### src/rtl/erx_cal_pkg.sv
// Shared definitions for the elink RX IDELAY training controller:
// FSM state encoding, default lane/tap geometry and window-centre helper.
package erx_cal_pkg;

    localparam int NL_DEF  = 9;
    localparam int TW_DEF  = 5;
    localparam int TAP_MAX = (1 << TW_DEF) - 1;

    typedef enum logic [2:0] {
        ST_IDLE,
        ST_LOAD,
        ST_SETTLE,
        ST_CHECK,
        ST_UPDATE,
        ST_FINAL,
        ST_APPLY,
        ST_DONE
    } cal_state_e;

    // Centre of a window; an empty window parks the lane at tap 0.
    function automatic logic [31:0] center(input logic [31:0] start, input logic [31:0] len);
        return (len == 32'd0) ? 32'd0 : start + (len >> 1);
    endfunction

endpackage

### src/rtl/erx_cal_window.sv
// One lane's passing-window tracker: follows the current run of passing taps
// and keeps the widest run seen (ties keep the lowest-tap window).
module erx_cal_window
    import erx_cal_pkg::*;
#(
    parameter int TW = TW_DEF
)(
    input  logic          clk,
    input  logic          nreset,
    input  logic          i_clear,
    input  logic          i_update,
    input  logic          i_final,
    input  logic          i_pass,
    input  logic [TW-1:0] i_tap,
    output logic [TW-1:0] o_best_start,
    output logic [TW:0]   o_best_len
);

    logic [TW-1:0] r_run_start;
    logic [TW-1:0] r_best_start;
    logic [TW:0]   r_run_len;
    logic [TW:0]   r_best_len;
    logic          w_run_wins;

    assign w_run_wins = r_run_len > r_best_len;

    always_ff @(posedge clk or negedge nreset) begin
        if (!nreset) begin
            r_run_start  <= '0;
            r_run_len    <= '0;
            r_best_start <= '0;
            r_best_len   <= '0;
        end else if (i_clear) begin
            r_run_start  <= '0;
            r_run_len    <= '0;
            r_best_start <= '0;
            r_best_len   <= '0;
        end else if (i_update && i_pass) begin
            if (r_run_len == '0) begin
                r_run_start <= i_tap;
            end
            r_run_len <= r_run_len + 1'b1;
        end else if (i_update || i_final) begin
            if (w_run_wins) begin
                r_best_start <= r_run_start;
                r_best_len   <= r_run_len;
            end
            r_run_len <= '0;
        end
    end

    // Report the open run too, so the result is already final while FINAL closes it.
    assign o_best_start = w_run_wins ? r_run_start : r_best_start;
    assign o_best_len   = w_run_wins ? r_run_len   : r_best_len;

endmodule

### src/rtl/erx_idelay_cal.sv
// Elink RX IDELAY training controller: sweeps a shared tap over all lanes and
// loads each lane's widest-window centre. Optional ERX_IDELAY_CAL_OVERRIDE_EN adds manual tap override.
module erx_idelay_cal
    import erx_cal_pkg::*;
#(
    parameter int         NL      = NL_DEF,
    parameter int         TW      = TW_DEF,
    parameter int         SETTLE  = 8,
    parameter int         SAMPLES = 16,
    parameter logic [7:0] PATTERN = 8'h55,
    parameter int         MIN_EYE = 4
)(
    input  logic             clk,
    input  logic             nreset,
    input  logic             cal_start,
    input  logic             cal_valid,
    input  logic [NL*8-1:0]  cal_data,
`ifdef ERX_IDELAY_CAL_OVERRIDE_EN
    input  logic             ovr_en,
    input  logic [NL*TW-1:0] ovr_taps,
`endif
    output logic [NL*TW-1:0] idelay_value,
    output logic             load_taps,
    output logic             cal_busy,
    output logic             cal_done,
    output logic [NL-1:0]    cal_fail
);

    localparam int            CW       = $clog2((SETTLE > SAMPLES) ? SETTLE : SAMPLES) + 1;
    localparam logic [TW-1:0] LAST_TAP = {TW{1'b1}};

    cal_state_e       r_state;
    logic [TW-1:0]    r_tap;
    logic [CW-1:0]    r_cnt;
    logic [NL-1:0]    r_err;
    logic [NL*TW-1:0] r_idelay;
    logic             r_load_taps;
    logic             r_busy;
    logic             r_done;
    logic [NL-1:0]    r_cal_fail;
`ifdef ERX_IDELAY_CAL_OVERRIDE_EN
    logic             r_ovr_d;
`endif

    logic             w_start_ok;
    logic             w_update;
    logic             w_final;
    logic [TW-1:0]    w_tap_next;
    logic [NL-1:0]    w_mismatch;
    logic [NL-1:0]    w_eye_short;
    logic [NL*TW-1:0] w_center;
    logic [TW-1:0]    w_best_start [NL];
    logic [TW:0]      w_best_len   [NL];

    assign w_start_ok = ((r_state == ST_IDLE) || (r_state == ST_DONE)) && cal_start;
    assign w_update   = (r_state == ST_UPDATE);
    assign w_final    = (r_state == ST_FINAL);
    assign w_tap_next = r_tap + 1'b1;

    always_comb begin
        w_mismatch  = '0;
        w_eye_short = '0;
        w_center    = '0;
        for (int k = 0; k < NL; k++) begin
            w_mismatch[k]          = (cal_data[8*k +: 8] != PATTERN);
            w_eye_short[k]         = (w_best_len[k] < (TW+1)'(MIN_EYE));
            w_center[TW*k +: TW]   = TW'(center(32'(w_best_start[k]), 32'(w_best_len[k])));
        end
    end

    for (genvar g = 0; g < NL; g++) begin : g_lane
        erx_cal_window #(.TW(TW)) u_window (
            .clk          (clk),
            .nreset       (nreset),
            .i_clear      (w_start_ok),
            .i_update     (w_update),
            .i_final      (w_final),
            .i_pass       (~r_err[g]),
            .i_tap        (r_tap),
            .o_best_start (w_best_start[g]),
            .o_best_len   (w_best_len[g])
        );
    end

    always_ff @(posedge clk or negedge nreset) begin
        if (!nreset) begin
            r_state     <= ST_IDLE;
            r_tap       <= '0;
            r_cnt       <= '0;
            r_err       <= '0;
            r_idelay    <= '0;
            r_load_taps <= 1'b0;
            r_busy      <= 1'b0;
            r_done      <= 1'b0;
            r_cal_fail  <= '0;
`ifdef ERX_IDELAY_CAL_OVERRIDE_EN
            r_ovr_d     <= 1'b0;
`endif
        end else begin
            r_load_taps <= 1'b0;
`ifdef ERX_IDELAY_CAL_OVERRIDE_EN
            r_ovr_d     <= ovr_en;
`endif
            unique case (r_state)
                ST_IDLE, ST_DONE: begin
                    if (cal_start) begin
                        r_state     <= ST_LOAD;
                        r_tap       <= '0;
                        r_idelay    <= '0;
                        r_load_taps <= 1'b1;
                        r_busy      <= 1'b1;
                        r_done      <= 1'b0;
                    end
`ifdef ERX_IDELAY_CAL_OVERRIDE_EN
                    else if (ovr_en && !r_ovr_d) begin
                        r_idelay    <= ovr_taps;
                        r_load_taps <= 1'b1;
                        r_cal_fail  <= '0;
                    end
`endif
                end
                ST_LOAD: begin
                    r_err   <= '0;
                    r_cnt   <= '0;
                    r_state <= ST_SETTLE;
                end
                ST_SETTLE: begin
                    if (r_cnt == CW'(SETTLE - 1)) begin
                        r_cnt   <= '0;
                        r_state <= ST_CHECK;
                    end else begin
                        r_cnt <= r_cnt + 1'b1;
                    end
                end
                ST_CHECK: begin
                    if (cal_valid) begin
                        r_err <= r_err | w_mismatch;
                        if (r_cnt == CW'(SAMPLES - 1)) begin
                            r_cnt   <= '0;
                            r_state <= ST_UPDATE;
                        end else begin
                            r_cnt <= r_cnt + 1'b1;
                        end
                    end
                end
                ST_UPDATE: begin
                    if (r_tap == LAST_TAP) begin
                        r_state <= ST_FINAL;
                    end else begin
                        r_tap       <= w_tap_next;
                        r_idelay    <= {NL{w_tap_next}};
                        r_load_taps <= 1'b1;
                        r_state     <= ST_LOAD;
                    end
                end
                ST_FINAL: begin
                    r_idelay    <= w_center;
                    r_cal_fail  <= w_eye_short;
                    r_load_taps <= 1'b1;
                    r_state     <= ST_APPLY;
                end
                ST_APPLY: begin
                    r_busy  <= 1'b0;
                    r_done  <= 1'b1;
                    r_state <= ST_DONE;
                end
                default: r_state <= ST_IDLE;
            endcase
        end
    end

    assign idelay_value = r_idelay;
    assign load_taps    = r_load_taps;
    assign cal_busy     = r_busy;
    assign cal_done     = r_done;
    assign cal_fail     = r_cal_fail;

endmodule

### config.mk
export PLATFORM = sky130hd
export DESIGN_NAME = erx_idelay_cal
export DESIGN_NICKNAME = d
export VERILOG_FILES = /design/src/rtl/erx_cal_pkg.sv /design/src/rtl/erx_cal_window.sv /design/src/rtl/erx_idelay_cal.sv
export SDC_FILE = /design/constraint.sdc
export NUM_CORES = 1
export LEC_CHECK = 0
export ABC_CLOCK_PERIOD_IN_PS = 6050
export BUFFER_PORTS_ARGS = -buffer_cell sky130_fd_sc_hd__buf_2
export CORE_ASPECT_RATIO = 0.6
export CORE_MARGIN = 4
export CORE_UTILIZATION = 56
export CTS_BUF_LIST = sky130_fd_sc_hd__clkbuf_16
export DETAILED_ROUTE_END_ITERATION = 10
export GPL_TIMING_DRIVEN = 1
export PLACE_DENSITY = 0.78
export SYNTH_ARGS = -nofsm -noshare
export SYNTH_HDL_FRONTEND = slang
export SYNTH_SLANG_ARGS = --single-unit
### constraint.sdc
create_clock -name clk -period 6.05 [get_ports clk]
set_clock_uncertainty 0.05 [all_clocks]
set_input_delay 0.3025 -clock clk [delete_from_list [all_inputs] [get_ports clk]]
set_output_delay 0.3025 -clock clk [all_outputs]
set_load 0.03 [all_outputs]
# ---- Word-level counts from Yosys, hierarchy flattened
# Cells that the tools add are included.
dict set report word_totals {
  out_inout_bits 57
  regBits 277
  in_bits 76
}
dict set report classes {
  n_reduce_logical 89
  bitwise_logic 10
  eq_ne 33
  add_sub_neg 20
  magnitude_cmp 18
  mux 152
}
# op count
set op_table {}
lappend op_table {{$mux 5} 77}
lappend op_table {{$mux 6} 55}
lappend op_table {{$pmux 45 s3} 1}
lappend op_table {{$logic_not 6->1} 18}
lappend op_table {{$mux 45} 2}
lappend op_table {{$ne 8x7->1 const B} 9}
lappend op_table {{$add 6x1->6 const B} 9}
lappend op_table {{$gt 6x6->1} 9}
lappend op_table {{$lt 6x3->1 const B} 9}
lappend op_table {{$add 5x5->5} 9}
lappend op_table {{$reduce_bool 2->1} 22}
lappend op_table {{$reduce_and 2->1} 21}
lappend op_table {{$reduce_bool 3->1} 11}
lappend op_table {{$ne 2x2->1 const B} 13}
lappend op_table {{$pmux 3 s7} 1}
lappend op_table {{$pmux 9 s2} 1}
lappend op_table {{$mux 3} 5}
lappend op_table {{$pmux 5 s3} 1}
lappend op_table {{$eq 3x3->1 const B} 4}
lappend op_table {{$add 5x1->5 const B} 2}
lappend op_table {{$logic_and 1x1->1} 10}
lappend op_table {{$pmux 5 s2} 1}
lappend op_table {{$mux 9} 1}
lappend op_table {{$not 1->1} 9}
lappend op_table {{15 further kinds} 22}

# ---- Logic depth before layout (Yosys ltp)
# Gate-level depths: netlist (run 1).
dict set report logic_depth {
  ltp_word 5
  mapped_depth 15
  depth_no_buf 14
}

# ---- Hierarchy
# From an unflattened synthesis (run 1), not the netlist that was laid out.
dict set report unflattened {
  hier_cells 1522
  area_unflattened_um2 16007.9
}
# module n_inst area_each_um2 seq_area_each_um2 cells_each
set modules_own_cells {}
lappend modules_own_cells {erx_cal_window 9 1221.2 550.5 117}
lappend modules_own_cells {erx_idelay_cal 1 5017.3 1976.9 469}

# ---- Least setup slack after synthesis (run 1)
# No wires, ideal clock.
dict set report synth_path {
  path_type {reg2reg}
  start {register g_lane[3].u_window.r_best_len[5]}
  end {register r_idelay[19] (netlist: idelay_value[19])}
  arrival_ns 3.193
  n_path_buf 1
  required_ns 5.874
  path_slack_ns 2.681
  stages_incl_launch_ff 14
  setup_time_ns 0.126
  path_cell_list {dfrtp_1 inv_1 ha_1 a21oi_1 o21ai_0 o22ai_1 buf_2 mux2_2 ha_1 fa_1 a21o_1 a21oi_1 xnor2_1 a221o_1}
}
dict set report synth_between {
  elab_chain_len 5
  word_cells_on_any_way 7
}
# element line
set synth_lines {}
lappend synth_lines {{start: declaration} erx_cal_window.sv:22} ;# logic [TW:0] r_best_len;
lappend synth_lines {{start signal: assignment} erx_cal_window.sv:46} ;# r_best_len <= r_run_len;
lappend synth_lines {{$gt 6x6->1} erx_cal_window.sv:25} ;# assign w_run_wins = r_run_len > r_best_len;
lappend synth_lines {{$mux 5 or $mux 6 (tied branches)} {erx_cal_window.sv:53, erx_cal_window.sv:54}}
lappend synth_lines {{$add 5x5->5 or $logic_not 6->1 (tied branches)} erx_cal_pkg.sv:22} ;# return (len == 32'd0) ? 32'd0 : start + (len >> 1);
lappend synth_lines {{$mux 5 *} erx_cal_pkg.sv:22}
lappend synth_lines {{$pmux 45 s3 *} erx_idelay_cal.sv:104} ;# unique case (r_state)
lappend synth_lines {{end signal: assignment} erx_idelay_cal.sv:151} ;# r_idelay <= {NL{w_tap_next}};
lappend synth_lines {{end signal: assignment} erx_idelay_cal.sv:157} ;# r_idelay <= w_center;
lappend synth_lines {{end: declaration} erx_idelay_cal.sv:36} ;# logic [NL*TW-1:0] r_idelay;
# Mark *: on every way between the ends. The rest lies on a longest branch, timed or not.
# A chain may end at the register's enable or synchronous reset.

# ---- Final worst setup path (run 1)
# Same ends and word-level chain as after synthesis.

==> metrics, run 1 <==
FFs w/ async S/R, synth=1.00; Hold/Removal Path Class=primary input to register; Seq/Total Area, Yosys=0.428; diodes inserted=0; Syn Inst Count=1717; CTS Buf Count=27; # IOs=133; die area=31800 um^2; vias per cell=6.07; Final HPWL DP=30600 um; CTS tree=built; largest net degree at the start of global routing=180; CP top delay family=compound AO/OA/AOI/OAI gates; worst slew pin tran=1.25 ns; layout cells sized above 1=0.144; DRT Pass-1 Iters=6; total nets after synthesis=1915; root buffer cell=clkbuf_16; Sink Count=277; core area=28100 um^2; Synth top cells by count=277 x dfrtp_1, 253 x nand2_1, 221 x o21ai_0; Clk Latency, worst-skew pair=0.55 ns; Place WS=2.28 ns; crit path DAT=4.19 ns; Final min period=3.80 ns; Post-CTS Resized=0; Worst Path Required=6.44 ns; Synth Area in Compound Gates=0.167; worst hold slack=0.0950 ns; Startpoint Class=register; # rows=47; worst path bufs/invs=2; EDFF count, synth=0; Worst Slack Setup Final=2.25 ns; fill count=2268; Post-Place Cells=2158; main flop type after synthesis=dfrtp_1; Synth Area in XOR/XNOR=0.0362; Finish-stage setup viols=0; via count=13400; Antenna Violating Nets Remaining=0; H-tree levels=1; R2R setup slack=2.25 ns; vias in the first global route=13200; Crit path top cell by count=ha_1; wire length per cell=19.8 um; CP cell instances=inv_1 > ha_1 > nand4_1 > o21ai_0 > o22ai_1 > buf_4 > mux2_2 > ha_1 > fa_1 > a21o_1 > a21oi_1 > xnor2_1 > a221o_1; Crit. End Element=register; CTS hold repair buffers=1; syn avg cell area=9.44 um^2; critical path's slowest cell=o22ai_1; DIE HEIGHT=140 um; Synth area leader=dfrtp_1; DRC viols=0; Total Wirelength=43700 um; largest family of logic cells by synthesized area=compound AO/OA/AOI/OAI gates; initial core utilization=0.578; max-slew violation count=0; Synthesis Warnings=0; die width=228 um; Simple-Gate Fraction of Synth Area=0.146; RSZ-0062 raised after global routing=no; critical path type=register to register; Post-Synthesis Cell Area=16200 um^2; area grow syn2layout=11.6%; Final Cycle Share=0.628; fin nets=2019; Fmax=0.263 GHz; Port Buffer Count=132; first-pass GRT wire length=70800 um; TNS Setup=0 ns; Pwr per Cell Area=651 nW/um^2; Relative slew margins=0.168; Adder-Cell Fraction of Synth Area=0.0983; Tot Pwr=11800 uW; max cap viols=0; GRT Total Usage=0.274; final hold violations=0; Synth Register Bits=277; total global routing overflow=0; Finished Layout Cells=2207; status=finished, final reports clean; multi-input logic area=8620 um^2; Clock Pin Slew Worst Setup and Hold Paths=0.07 ns; peak supply drop=0.000574 V; Crit path largest cell delay=0.55 ns; FF+latch area=6930 um^2; mux share of post-synthesis cell area=0.0832; Synth area leaders=dfrtp_1 43%, ha_1 8.7%, o21ai_0 6.8%; routability cong.=0.963; Crit Path Max Fanout=8; Clock Path Buffers=3; top-count cell post-synth=dfrtp_1; Static Leak=0.00905 uW; violation count after the first detailed-route iteration=1362; initial antenna violation count=1; Synth cell types=53; postcts setup bufs=0; Synth top area share=0.428
-- worst min-delay path, cell delays in order --
cell and delay, ns:
buf_2 0.08, nor4bb_1 0.04, a21oi_1 0.12, nor2_1 0.05, nor2_1 0.07
-- cell families after synthesis --
group                      Yosys count
buffers and inverters              172
adders and majority gates          122
muxes                              128
and+or+nand+nor                    519
AOI/OAI and AO/OA                  432
DFF                                277
xor gates and xnor gates            67
-- cells in the final DEF (no fill, tap or decap), types with 13 or more instances in the layout --
cell	n
nand3_1	37
mux2_2	54
ha_1	113
dfrtp_1	277
mux2i_1	74
buf_2	131
nor4_1	18
o21ai_0	221
a221o_1	16
clkbuf_16	27
nand2_1	253
a211oi_1	13
nor4bb_1	18
xnor2_1	36
a22o_1	27
a31oi_1	18
xor2_1	31
a21oi_1	76
a21o_1	19
inv_1	107
nand4_1	24
nor2_1	113
-- metrics by stage --
step | area [um^2] | util
global placement | 17200 | 0.612
detailed placement | 17200 | 0.612
CTS | 18100 | 0.645
floorplan | 16200 | -
global route | 18100 | 0.645
finish | 18100 | 0.645
-- registers in the layout, summed over array words and instances (netlist names), 9 cells and up --
signal,count
cal_fail,9
g_lane.u_window.r_best_len,54
g_lane.u_window.r_best_start,45
g_lane.u_window.r_run_len,54
g_lane.u_window.r_run_start,45
idelay_value,45
r_err,9
-- path summary, 6_finish.rpt --
kind | from | endpoint | cells past startpoint
worst min-delay path | cal_data[23] | r_err[2] | 5
worst max register to register | g_lane[3].u_window.r_best_len[5] | idelay_value[19] | 13
max in group asynchronous | nreset | idelay_value[8] | 3
worst min register to register | cal_fail[6] | cal_fail[6] | 2
min in group asynchronous | nreset | g_lane[3].u_window.r_best_len[3] | 2
worst max-delay path | g_lane[3].u_window.r_best_len[5] | idelay_value[19] | 13
-- cell type report --
cell class | instances | area share
inverters | 101 | 0.0210
clock buffers | 27 | 0.0373
flip-flops and latches | 277 | 0.383
well taps | 367 | 0.0254
repair buffers | 146 | 0.0437
clock inverters | 21 | 0.0130
multi-input cells | 1268 | 0.476
-- layer usage --
metal  GRT usage  vias up  share of wire
met2       0.411      460           0.44
met1       0.413     6597           0.47
met4      0.0703        2          0.022
met5           0        -        0.00030
li1            -     6265              -
met3      0.0509       68          0.069
-- power breakdown --
group          internal, uW  switching (uW)
Combinational          2720            3850
Clock                  1030             750
Sequential             2580             848
Total                  6330            5450
No activity file was read; power rests on OpenSTA's default activity.
==> run 2, diff against run 1 <==
--- a/config.mk
+++ b/config.mk
@@ -5,7 +5,7 @@
 export SDC_FILE = /design/constraint.sdc
 export NUM_CORES = 1
 export LEC_CHECK = 0
-export ABC_CLOCK_PERIOD_IN_PS = 6050
+export ABC_CLOCK_PERIOD_IN_PS = 3920
 export BUFFER_PORTS_ARGS = -buffer_cell sky130_fd_sc_hd__buf_2
 export CORE_ASPECT_RATIO = 0.6
 export CORE_MARGIN = 4
==> constraint.sdc (replaced) <==
create_clock -name clk -period 3.92 [get_ports clk]
set_clock_uncertainty 0.05 [all_clocks]
set_input_delay 0.196 -clock clk [delete_from_list [all_inputs] [get_ports clk]]
set_output_delay 0.196 -clock clk [all_outputs]
set_load 0.03 [all_outputs]
==> metrics, run 2 (same netlist as run 1, synthesis figures left out) <==
most frequent cells in the layout=277 x dfrtp_1, 253 x nand2_1, 221 x o21ai_0; CTS Buf Count=26 (-3.7%); Tot Pwr=18700 uW (+59%); RSZ-0062 raised after global routing=no; die area=31800 um^2 (unchanged); worst slew pin tran=1.03 ns (-0.219 ns); diodes inserted=0 (unchanged); # IOs=133 (unchanged); crit path DAT=4.07 ns (-0.12 ns); die width=228 um (unchanged); total global routing overflow=0 (unchanged); power share of the clock group=0.147 (-0.004); Sink Count=277 (unchanged); largest net degree at the start of global routing=110 (-39%); FF+latch area=6930 um^2 (unchanged); Relative slew margins=0.314 (+0.146); Final min period=3.69 ns (-0.110 ns); initial antenna violation count=0 (-1); CTS tree=built; status=finished, final reports clean; fill count=2233 (-1.5%); vias per cell=6.02 (-0.72%); Port Buffer Count=132 (unchanged); area grow syn2layout=13.7%; core area=28100 um^2 (unchanged); Worst Path Required=4.30 ns (-2.14 ns); Static Leak=0.00923 uW (+2.0%); DRT Pass-1 Iters=6 (unchanged); wire length per cell=19.7 um (-0.43%); combinational power share=0.572 (+0.014); Switching Share=0.456 (-0.00621); layout cells sized above 1=0.157 (+0.0125); vias in the first global route=13100 (-0.51%); Clock Pin Slew Worst Setup and Hold Paths=0.07 ns (about the same); DP Area=17300 um^2 (+1.0%); initial core utilization=0.578 (unchanged); Finish-stage setup viols=0 (unchanged); max cap viols=0 (unchanged); max-slew violation count=0 (unchanged); final hold violations=0 (unchanged); Worst Slack Setup Final=0.230 ns (-2.02 ns); first-pass GRT wire length=71100 um (+0.46%); root buffer cell=clkbuf_16; Place WS=0.280 ns (-2.00 ns); critical path type=register to register; Crit Path Max Fanout=18 (+10); post-route cell area=18400 um^2 (+1.9%); TNS Setup=0 ns (unchanged); Antenna Violating Nets Remaining=0 (unchanged); Clock Path Buffers=3 (unchanged); Final HPWL DP=31400 um (+2.7%); Startpoint Class=register; GRT Total Usage=0.277 (+0.00219); Cell Int Power=10200 uW (+61%); fin nets=2056 (+1.8%); Final Cycle Share=0.941 (+0.313); sw power=8540 uW (+57%); biggest regs=g_lane.u_window.r_best_len (54), g_lane.u_window.r_run_len (54); Crit. End Element=register; H-tree levels=1 (unchanged); DIE HEIGHT=140 um (unchanged); Pwr per Cell Area=1020 nW/um^2 (+56%); DRC viols=0 (unchanged); Hold/Removal Path Class=primary input to register; Clk Latency, worst-skew pair=0.55 ns (about the same); # rows=47 (unchanged); Fmax=0.271 GHz (+3.0%); peak supply drop=0.000623 V (+8.5%); via count=13500 (+0.99%); commonest non-fill, non-tap cell in the layout=dfrtp_1; multi-input logic area=8610 um^2 (about the same); violation count after the first detailed-route iteration=1171 (-14%); Post-CTS Resized=0 (unchanged); routability cong.=0.921 (-4.4%); worst hold slack=0.0228 ns (-0.0722 ns); Total Wirelength=44300 um (+1.3%); sequential share of power=0.281 (-0.010)
run 2: cell count changes in the layout (fill, tap and decap cells not counted), sizes merged:
cell | previous run | this run
buf | 145 | 171
dlygate4sd3 | 1 | 13
inv | 109 | 104
clkinvlp | 0 | 3
clkinv | 8 | 10
run 2: stage by stage:
stage | utilization | instances
floorplan | - | 1717
global placement | 0.618 | 2179
detailed placement | 0.618 | 2179
CTS | 0.655 | 2240
global route | 0.657 | 2245
finish | 0.657 | 2245
run 2: what timing repair did:
action | in CTS | in global routing
hold buffers | 13 | 0
buffers inserted | 0 | 5
endpoints found under the setup margin | 0 | 1
hold endpoints to repair | 81 | 0
run 2: cell type report:
cell class	instances	area share
sequential	277	0.376
clock inverter	21	0.0126
inverter	101	0.0206
timing repair buffer	184	0.0620
multi-input combinational	1268	0.467
tap	367	0.0249
clock buffer	27	0.0366
run 2: routing by layer:
metal,global-route usage,share of wire
met5,0,0
met4,0.0694,0.024
met3,0.0575,0.076
met2,0.406,0.44
met1,0.420,0.46
run 2: worst paths after layout:
| kind | from | to | slack (ns) | cells past startpoint |
|---|---|---|---|---|
| max reg2reg | g_lane[0].u_window.r_run_len[3] | idelay_value[3] | 0.23 | 12 |
| min | cal_data[69] | r_err[8] | 0.02 | 5 |
| max | g_lane[0].u_window.r_run_len[3] | idelay_value[3] | 0.23 | 12 |
| max in group asynchronous | nreset | cal_fail[5] | 2.58 | 3 |
| min in group asynchronous | nreset | g_lane[3].u_window.r_best_len[2] | 0.14 | 2 |
| min reg2reg | cal_fail[6] | cal_fail[6] | 0.42 | 2 |
run 2: power groups by stage:
stage | registers [uW] | clock network [uW] | logic (uW)
detailed placement | 5240 | 0 | 10300
global placement | 5200 | 0 | 9880
global route | 5410 | 2900 | 11800
floorplan | 5260 | 0 | 7560
CTS | 5220 | 2770 | 10400
finish | 5260 | 2750 | 10700
run 2: critical path: stages, from the launching register on:
cell      delay [ns]
dfrtp_1         0.49
ha_1            0.36
a211oi_2        0.19
nor2_1          0.11
o32ai_4         0.74
mux2i_1         0.46
inv_1           0.08
ha_1            0.29
nand2_1         0.09
a211oi_2        0.04
a211oi_2        0.26
xnor2_1         0.09
a221o_1         0.31
==> run 3, diff against run 2 <==
--- a/config.mk
+++ b/config.mk
@@ -8,12 +8,12 @@
 export ABC_CLOCK_PERIOD_IN_PS = 3920
 export BUFFER_PORTS_ARGS = -buffer_cell sky130_fd_sc_hd__buf_2
 export CORE_ASPECT_RATIO = 0.6
-export CORE_MARGIN = 4
-export CORE_UTILIZATION = 56
-export CTS_BUF_LIST = sky130_fd_sc_hd__clkbuf_16
+export CORE_MARGIN = 2
+export CORE_UTILIZATION = 30
+export CTS_BUF_LIST = sky130_fd_sc_hd__clkbuf_4 sky130_fd_sc_hd__clkbuf_8 sky130_fd_sc_hd__clkbuf_16
 export DETAILED_ROUTE_END_ITERATION = 10
 export GPL_TIMING_DRIVEN = 1
-export PLACE_DENSITY = 0.78
+export PLACE_DENSITY = 0.49
 export SYNTH_ARGS = -nofsm -noshare
 export SYNTH_HDL_FRONTEND = slang
 export SYNTH_SLANG_ARGS = --single-unit
==> metrics, run 3 (same netlist as run 1, synthesis figures left out) <==
Hold Path Depth=5 (unchanged); Finish-stage setup viols=0 (unchanged); violation count after the first detailed-route iteration=930 (-21%); Port Buffer Count=132 (unchanged); Final Cycle Share=0.907 (-0.0347); Clock Pin Slew Worst Setup and Hold Paths=0.07 ns (about the same); largest net degree at the start of global routing=109 (-0.91%); Sink Count=277 (unchanged); routability cong.=0.854 (-7.3%); vias in the first global route=12900 (-1.4%); Clk Latency, worst-skew pair=0.57 ns (+0.02 ns); H-tree levels=1 (unchanged); fill count=5276 (+140%); Pwr per Cell Area=997 nW/um^2 (-1.8%); CP cell instances=inv_1 > ha_1 > a211oi_1 > nor2_1 > o32ai_4 > mux2_2 > ha_1 > inv_1 > fa_1 > a211oi_1 > o22ai_1 > xnor2_1 > o21ai_0; first-pass GRT wire length=76500 um (+7.6%); commonest non-fill, non-tap cell in the layout=dfrtp_1; Reg2Reg Depth=13 (+1); TNS Setup=0 ns (unchanged); Total Wirelength=48200 um (+8.7%); Clock Path Buffers=3 (unchanged); die area=56000 um^2 (+76%); Max Used Layer=met4; fin nets=2081 (+1.2%); Fmax=0.281 GHz (+3.8%); max-slew violation count=0 (unchanged); Relative slew margins=0.285 (-0.0287); GRT Total Usage=0.172 (-0.104); DIE HEIGHT=184 um (+32%); Worst Path Required=4.31 ns (about the same); R2R setup slack=0.37 ns (+0.14 ns); area grow syn2layout=18.6%; Crit path largest cell delay=0.66 ns (-0.08 ns); peak supply drop=0.000404 V (-35%); DRC viols=0 (unchanged); biggest regs=g_lane.u_window.r_best_len (54), g_lane.u_window.r_run_len (54); critical path type=register to register; CTS Buf Count=30 (+15%); Crit Path Max Fanout=15 (-3); total global routing overflow=0 (unchanged); worst slew pin tran=1.07 ns (+0.0434 ns); wl on met1=25100 um (+22%); CP top delay family=compound AO/OA/AOI/OAI gates; Hold/Removal Path Class=primary input to register; vias per cell=5.01 (-17%); RSZ-0062 raised after global routing=no; core area=52900 um^2 (+89%); Core Util, Final=0.363 (-0.294); initial antenna violation count=1 (+1); capturing point of the worst reg2reg path=idelay_value[29]; die width=304 um (+34%); Static Leak=0.00944 uW (+2.3%); Startpoint Class=register; root buffer cell=clkbuf_16; initial core utilization=0.306 (-0.272); reg2reg start=g_lane[5].u_window.r_best_len[3]; Final HPWL DP=34300 um (+9.3%); WHS Endpoint=r_err[3]; Hold Crit Start=cal_data[25]; # IOs=133 (unchanged); worst path bufs/invs=2 (+1); critical path's slowest cell=o32ai_4; Final min period=3.55 ns (-0.136 ns); final hold violations=0 (unchanged); Crit. End Element=register; DRT Pass-1 Iters=5 (-1); met2 routed WL=20100 um (+4.3%); max cap viols=0 (unchanged); crit path DAT=3.95 ns (-0.12 ns); WL met3=2100 um (-38%); diodes inserted=0 (unchanged); status=finished, final reports clean; Antenna Violating Nets Remaining=0 (unchanged); via count=13100 (-3.4%); wire length per cell=18.5 um (-6.5%); most frequent cells in the layout=277 x dfrtp_1, 253 x nand2_1, 221 x o21ai_0; CTS tree=built; layout cells sized above 1=0.170 (+0.0134); # rows=65 (+38%)
==> run 3: metrics by stage <==
step | power, uW | setup slack (ns) | area, um^2 | cells | hold WS [ns]
after floorplan | 12800 | 0.551 | 16200 | 1717 | -0.150
after global placement | 15600 | 0.327 | 17900 | 2530 | 0.312
final | 19200 | 0.366 | 19200 | 2610 | 0.0214
after global routing | 20900 | 0.0186 | 19200 | 2610 | 0.0458
after detailed placement | 15800 | 0.224 | 17900 | 2530 | 0.307
after CTS | 19100 | 0.199 | 19200 | 2606 | 0.000754
==> run 3: worst max-delay path by stage <==
stage / start / end / depth (start not counted)
after floorplan: g_lane[3].u_window.r_best_len[5] / idelay_value[19] / 13
after global placement: g_lane[0].u_window.r_run_len[3] / idelay_value[3] / 12
after detailed placement: g_lane[0].u_window.r_run_len[3] / idelay_value[3] / 12
after CTS: g_lane[0].u_window.r_run_len[3] / idelay_value[3] / 12
after global routing: g_lane[5].u_window.r_best_len[3] / idelay_value[29] / 14
final: g_lane[5].u_window.r_best_len[3] / idelay_value[29] / 13
==> run 3: layout make-up <==
class	instances	area [um^2]	share of cell area
Multi-Input combinational cell	1268	8620	0.448
Inverter	101	379	0.0197
Clock buffer	38	866	0.0450
Tap cell	703	880	0.0457
Sequential cell	277	6930	0.360
Timing Repair Buffer	205	1320	0.0686
Clock inverter	18	233	0.0121
==> run 3: layer usage <==
| layer | GRT usage | up-vias |
|---|---|---|
| met2 | 0.257 | 221 |
| li1 | - | 6391 |
| met1 | 0.265 | 6412 |
| met5 | 0 | - |
| met3 | 0.0252 | 46 |
| met4 | 0.0283 | 0 |
==> run 3: worst register-to-register path, stage by stage (launching register included) <==
cell	delay [ns]
dfrtp_1	0.43
inv_1	0.06
ha_1	0.31
a211oi_1	0.20
nor2_1	0.12
o32ai_4	0.66
mux2_2	0.31
ha_1	0.18
inv_1	0.06
fa_1	0.40
a211oi_1	0.21
o22ai_1	0.13
xnor2_1	0.21
o21ai_0	0.10
==> run 3: timing repair <==
item | in CTS | in global routing
setup endpoints to repair | 0 | 2
hold endpoints to repair | 112 | 0
hold buffers | 20 | 0
gates resized for setup | 0 | 0
buffers inserted | 0 | 4
==> run 3: report_power, final <==
part | total, uW | switching [uW] | internal [uW]
combinational | 10800 | 6120 | 4680
sequential | 5200 | 1220 | 3980
clock | 3180 | 1280 | 1890
